File: src/rtl/cpu_pkg.sv
// Shared definitions for the 8-bit CPU datapath: ALU opcodes, controller
// state encoding and status flag bit positions.
package cpu_pkg;

  localparam logic [3:0] OP_ADD = 4'h0;
  localparam logic [3:0] OP_ADC = 4'h1;
  localparam logic [3:0] OP_SUB = 4'h2;
  localparam logic [3:0] OP_SBC = 4'h3;
  localparam logic [3:0] OP_AND = 4'h4;
  localparam logic [3:0] OP_OR  = 4'h5;
  localparam logic [3:0] OP_XOR = 4'h6;
  localparam logic [3:0] OP_NOT = 4'h7;
  localparam logic [3:0] OP_LSR = 4'h8;
  localparam logic [3:0] OP_LSL = 4'h9;
  localparam logic [3:0] OP_ASR = 4'hA;
  localparam logic [3:0] OP_ILL = 4'hB;
  localparam logic [3:0] OP_ROR = 4'hC;
  localparam logic [3:0] OP_ROL = 4'hD;
  localparam logic [3:0] OP_PSA = 4'hE;
  localparam logic [3:0] OP_PSB = 4'hF;

  localparam int FLAG_N = 3;
  localparam int FLAG_Z = 2;
  localparam int FLAG_C = 1;
  localparam int FLAG_V = 0;

  typedef enum logic [1:0] {
    ST_IDLE = 2'd0,
    ST_EXEC = 2'd1,
    ST_WB   = 2'd2
  } state_e;

  // Merge freshly computed ALU flags into the stored status by opcode class.
  function automatic logic [3:0] updateFlags(input logic [3:0] op,
                                             input logic [3:0] cur,
                                             input logic [3:0] alu);
    logic [3:0] f;
    f = cur;
    case (op)
      OP_ADD, OP_ADC, OP_SUB, OP_SBC: f = alu;
      OP_LSR, OP_LSL, OP_ASR, OP_ROR, OP_ROL: begin
        f[FLAG_N] = alu[FLAG_N];
        f[FLAG_Z] = alu[FLAG_Z];
        f[FLAG_C] = alu[FLAG_C];
      end
      OP_ILL: f = cur;
      default: begin
        f[FLAG_N] = alu[FLAG_N];
        f[FLAG_Z] = alu[FLAG_Z];
      end
    endcase
    return f;
  endfunction

endpackage

File: src/rtl/reg_file_4x8.sv
// Four 8-bit registers with a dual-address operand read port, a debug read
// port and a single write port shared by writeback and host loads.
module reg_file_4x8 (
  input  logic       clk,
  input  logic       rst_n,
  input  logic       wb_en_i,
  input  logic [1:0] wb_addr_i,
  input  logic [7:0] wb_data_i,
  input  logic       ld_en_i,
  input  logic [1:0] ld_addr_i,
  input  logic [7:0] ld_data_i,
  input  logic [1:0] rd_addr_a_i,
  input  logic [1:0] rd_addr_b_i,
  input  logic [1:0] dbg_addr_i,
  output logic [7:0] rd_data_a_o,
  output logic [7:0] rd_data_b_o,
  output logic [7:0] dbg_data_o
);

  logic [7:0] regs_q [4];

  // Writeback wins over a host load if both are ever requested together.
  always_ff @(posedge clk or negedge rst_n) begin
    if (!rst_n) begin
      for (int i = 0; i < 4; i++) regs_q[i] <= 8'h00;
    end else if (wb_en_i) begin
      regs_q[wb_addr_i] <= wb_data_i;
    end else if (ld_en_i) begin
      regs_q[ld_addr_i] <= ld_data_i;
    end
  end

  assign rd_data_a_o = regs_q[rd_addr_a_i];
  assign rd_data_b_o = regs_q[rd_addr_b_i];
  assign dbg_data_o  = regs_q[dbg_addr_i];

endmodule

File: src/rtl/alu_ctrl.sv
// Execution controller: accepts register-register instructions, drives the
// external ALU, writes results back and maintains the N/Z/C/V status.
module alu_ctrl
  import cpu_pkg::*;
(
  input  logic       clk,
  input  logic       rst_n,
  input  logic       instr_valid,
  input  logic [7:0] instr,
  output logic       instr_ready,
  output logic [7:0] alu_a,
  output logic [7:0] alu_b,
  output logic [3:0] alu_op,
  output logic       alu_cin,
  input  logic [7:0] alu_y,
  input  logic       alu_z,
  input  logic       alu_n,
  input  logic       alu_c,
  input  logic       alu_v,
  input  logic       ld_en,
  input  logic [1:0] ld_addr,
  input  logic [7:0] ld_data,
  input  logic [1:0] dbg_addr,
  output logic [7:0] dbg_data,
  output logic [3:0] flags,
  output logic       done,
  output logic       illegal
);

  state_e     state_q;
  logic [3:0] op_q;
  logic [1:0] rd_q;
  logic [7:0] opA_q, opB_q;
  logic [7:0] res_q;
  logic [3:0] resFlags_q;
  logic [3:0] flags_q, flags_d;
  logic       done_q, illegal_q;

  logic [7:0] rdDataA, rdDataB;
  logic       wbEn, ldEn;

  assign wbEn = (state_q == ST_WB) && (op_q != OP_ILL);
  assign ldEn = ld_en && (state_q == ST_IDLE);

  reg_file_4x8 u_regs (
    .clk         (clk),
    .rst_n       (rst_n),
    .wb_en_i     (wbEn),
    .wb_addr_i   (rd_q),
    .wb_data_i   (res_q),
    .ld_en_i     (ldEn),
    .ld_addr_i   (ld_addr),
    .ld_data_i   (ld_data),
    .rd_addr_a_i (instr[3:2]),
    .rd_addr_b_i (instr[1:0]),
    .dbg_addr_i  (dbg_addr),
    .rd_data_a_o (rdDataA),
    .rd_data_b_o (rdDataB),
    .dbg_data_o  (dbg_data)
  );

  assign flags_d = updateFlags(op_q, flags_q, resFlags_q);

  // Operands are latched at accept, so a same-cycle host load is not seen.
  always_ff @(posedge clk or negedge rst_n) begin
    if (!rst_n) begin
      state_q    <= ST_IDLE;
      op_q       <= 4'h0;
      rd_q       <= 2'd0;
      opA_q      <= 8'h00;
      opB_q      <= 8'h00;
      res_q      <= 8'h00;
      resFlags_q <= 4'h0;
      flags_q    <= 4'h0;
      done_q     <= 1'b0;
      illegal_q  <= 1'b0;
    end else begin
      case (state_q)
        ST_IDLE: begin
          if (instr_valid) begin
            op_q    <= instr[7:4];
            rd_q    <= instr[3:2];
            opA_q   <= rdDataA;
            opB_q   <= rdDataB;
            state_q <= ST_EXEC;
          end
        end
        ST_EXEC: begin
          res_q      <= alu_y;
          resFlags_q <= {alu_n, alu_z, alu_c, alu_v};
          done_q     <= 1'b1;
          illegal_q  <= (op_q == OP_ILL);
          state_q    <= ST_WB;
        end
        ST_WB: begin
          flags_q   <= flags_d;
          done_q    <= 1'b0;
          illegal_q <= 1'b0;
          state_q   <= ST_IDLE;
        end
        default: state_q <= ST_IDLE;
      endcase
    end
  end

  assign instr_ready = (state_q == ST_IDLE);
  assign alu_a       = opA_q;
  assign alu_b       = opB_q;
  assign alu_op      = op_q;
  assign alu_cin     = flags_q[FLAG_C];
  assign flags       = flags_q;
  assign done        = done_q;
  assign illegal     = illegal_q;

endmodule
File: config.mk
export PLATFORM = sky130hd
export DESIGN_NAME = alu_ctrl
export DESIGN_NICKNAME = d
export VERILOG_FILES = /design/src/rtl/cpu_pkg.sv /design/src/rtl/reg_file_4x8.sv /design/src/rtl/alu_ctrl.sv
export SDC_FILE = /design/constraint.sdc
export NUM_CORES = 1
export LEC_CHECK = 0
export CAP_MARGIN = 40
export CORE_ASPECT_RATIO = 0.7
export CORE_UTILIZATION = 48
export DETAILED_ROUTE_END_ITERATION = 8
export PLACE_DENSITY = 0.75
export SLEW_MARGIN = 20
export SYNTH_ARGS = -nofsm -noshare
export SYNTH_HDL_FRONTEND = slang
export SYNTH_SLANG_ARGS = --single-unit
File: constraint.sdc
create_clock -name clk -period 1.74 [get_ports clk]
set_input_delay 0.348 -clock clk [delete_from_list [all_inputs] [get_ports clk]]
set_output_delay 0.348 -clock clk [all_outputs]
set_load 0.01 [all_outputs]
==> results.md <==
* Cell variety after synth at 34
* R2r endpoint: u_regs.regs_q[18]
* CTS max path bufs at 2
* Global-route wire length before repair at 20,100 um
* Final net count at 522
* DRC violations left at 0
* Slew @ Worst Pin at 0.412 ns
* TritonCTS clock tree: built
* Share of cells above drive strength 1 at 0.416
* Top FF cell, synth: dfrtp_1
* Slew Viols, Final at 0
* CP most frequent cell: buf_4
* Most frequent cell after synthesis: dfrtp_1
* CTS Root Cell: clkbuf_16
* Syn avg cell area at 12.2 um2
* Post-DP HPWL at 8850 um
* Avg WL per Cell at 22.9 um
* Antenna violations before repair at 0
* DR pass1 iterations at 7
* Worst Setup Path Type: reg -> reg
* Area leader, netlist: dfrtp_1
* Via Count at 3,866
* Setup WS pre-CTS at -0.641 ns
* Antenna-violating nets left at 0
* GRT Residual Overflow at 0
* Number of cells on the critical path at 6
* Power Density at 1760 nW/um2
* Worst rel slew slack at 0.725
* Total power at 10.9 mW
* Final Skew at 0.00709 ns
* Final WL at 13,400 um
* Gate Count Post-Synth at 338
* Vias in the first global route at 3,867
* Layout area overhead at 50.0%
* Mapped cell area at 4120 um2
* Synth top area cells: dfrtp_1 (45%), mux4_2 (13%), mux2_2 (8.2%)
* Slowest CP cell: dfrtp_1
* CP startpoint: state_q[0]
* Post-synth EDFFs at 0
* Diodes inserted at 0
* Synth Net Count at 379
* Worst setup margin at -0.0789 ns
* R2r startpoint: state_q[0]
* Post-CTS Hold Buffers at 0
* Inserted Clock Buffers at 9
* Starting Density at 0.510
* CP arrival at 2.04 ns
* Max FO, Critical Path at 20
* MaxCap Viol Count at 0
* Pleak at 2.61 nW
* Delay-heaviest family, CP: compound AO/OA/AOI/OAI gates
* VDD IR-drop max at 980 uV
* Post-route minimum period at 1.82 ns
* Synth top area share at 0.449
* CTS sink cnt at 74
* Die width at 113 um
* HP Class: in -> async
* Failing checks: setup timing
* Chain of cells forming the critical path: inv_2 -> ha_2 -> buf_4 -> buf_4 -> a211oi_1 -> a311o_1
* Total number of yosys warnings at 0
* H-tree Lvls at 3
* Setup crit end: u_regs.regs_q[18]
* Drt via density at 6.59
* Post-synthesis sequential area ratio at 0.449
* Core ar. at 8070 um2
* Status: complete, but fails checks
* Largest stage delay, worst path at 0.39 ns
* Row count at 27
* Most frequent cells after synthesis: dfrtp_1 (74), mux2_2 (30), o21ai_0 (28)
* # IOs at 72
* GRT Total Usage at 0.299
* CP endpoint kind: flop
* Worst-Skew Late Latency at 0.34 ns
* Startpoint Class: flop
* #FFs+latches synth at 74
* Hold Vio Cnt, Final at 0
* Die height at 79.5 um
* Worst EP required at 1.96 ns
* Hold_ws at 0.0284 ns
* Largest net degree at the start of global routing at 75
* Final critical-path share of the clock period at 1.05
* Worst-path clk slew at 0.06 ns
* R2R depth at 6
* Gpl congestion at 0.915
* RSZ-0062 raised after global routing: true
* Detailed Route Iter0 Violations at 347
* Synth async-reset ratio at 1.00
* Setup violators final at 24
* Fmax at 550 MHz
* FF-to-FF setup slack at -0.08 ns
* Post-layout util at 0.766
* Port buffer count at 71
* Die Area at 8970 um2
* CP bufs+invs at 3
[power breakdown]
| group | internal (mW) | leakage [nW] | total [mW] | switching (mW) |
|---|---|---|---|---|
| logic | 3.24 | 1.54 | 5.77 | 2.54 |
| registers | 2.57 | 0.908 | 3.10 | 0.536 |
| clock network | 1.30 | 0.155 | 2.04 | 0.740 |
| total | 7.10 | 2.61 | 10.9 | 3.81 |
[per-stage QoR]
| stage | area [um2] | cells | TNS (ns) |
|---|---|---|---|
| after floorplan | 4160 | 338 | 0 |
| after global placement | 5530 | 552 | -12.70 |
| after detailed placement | 5530 | 552 | -13.41 |
| after CTS | 5920 | 575 | -0.0583 |
| after global routing | 6180 | 587 | -2.47 |
| final | 6180 | 587 | -0.823 |
[registers in the layout, summed over array words and instances (netlist names)]
register / cells
rd_q: 2
state_q: 2
u_regs.regs_q: 32
resFlags_q: 4
done: 1
flags: 4
alu_a: 8
illegal: 1
alu_op: 4
res_q: 8
alu_b: 8
[cell families after synthesis]
family,after synthesis,share of synthesized area
AO/OA/AOI/OAI,98,0.187
multiplexers,54,0.213
flip-flops,74,0.449
adder cells (fa/ha/maj),5,0.0152
buffers and inverters,49,0.0468
AND/OR/NAND/NOR,58,0.0886
[worst min-delay path by stage]
stage | startpoint | to | slack [ns] | cells after the start
floorplan | rst_n | alu_a[0] | 0.05 | 0
global placement | rst_n | flags[1] | 0.41 | 2
detailed placement | rst_n | flags[1] | 0.41 | 2
CTS | rst_n | flags[1] | 0.05 | 2
global route | rst_n | flags[1] | 0.08 | 2
finish | rst_n | flags[1] | 0.03 | 2
[cells in the final DEF (no fill, tap or decap), drive strengths merged, types with 8 or more instances in the layout]
cell | Yosys | routed
a211o | 15 | 15
a211oi | 11 | 11
a311o | 16 | 16
and3 | 8 | 8
buf | 11 | 101
clkbuf | 21 | 13
clkdlybuf4s50 | 0 | 58
dfrtp | 74 | 74
inv | 17 | 18
mux2 | 30 | 30
mux4 | 24 | 24
nand2 | 15 | 15
nand4b | 8 | 8
nor3 | 9 | 9
o21ai | 28 | 28
o221ai | 16 | 16
[final cells by class]
type	count	area, um2
clock buffer	10	239
clock inverter	6	88.8
inverter	17	63.8
sequential	74	1850
multi-input combinational	215	2240
tap	101	126
fill	501	1890
timing repair buffer	164	1570
[routing by layer]
metal | global-route usage | wire [um]
met1 | 0.390 | 5300
met2 | 0.488 | 6450
met3 | 0.0645 | 1230
met4 | 0.127 | 436
met5 | 0 | 0
[repair_timing]
item | CTS | global route
gates cloned | 0 | 2
endpoints found under the hold margin | 0 | 0
resized for setup | 55 | 30
buffers inserted | 7 | 10
endpoints found under the setup margin | 45 | 61
pin swaps | 13 | 2
Note: power is estimated with default switching activity, not from simulation.
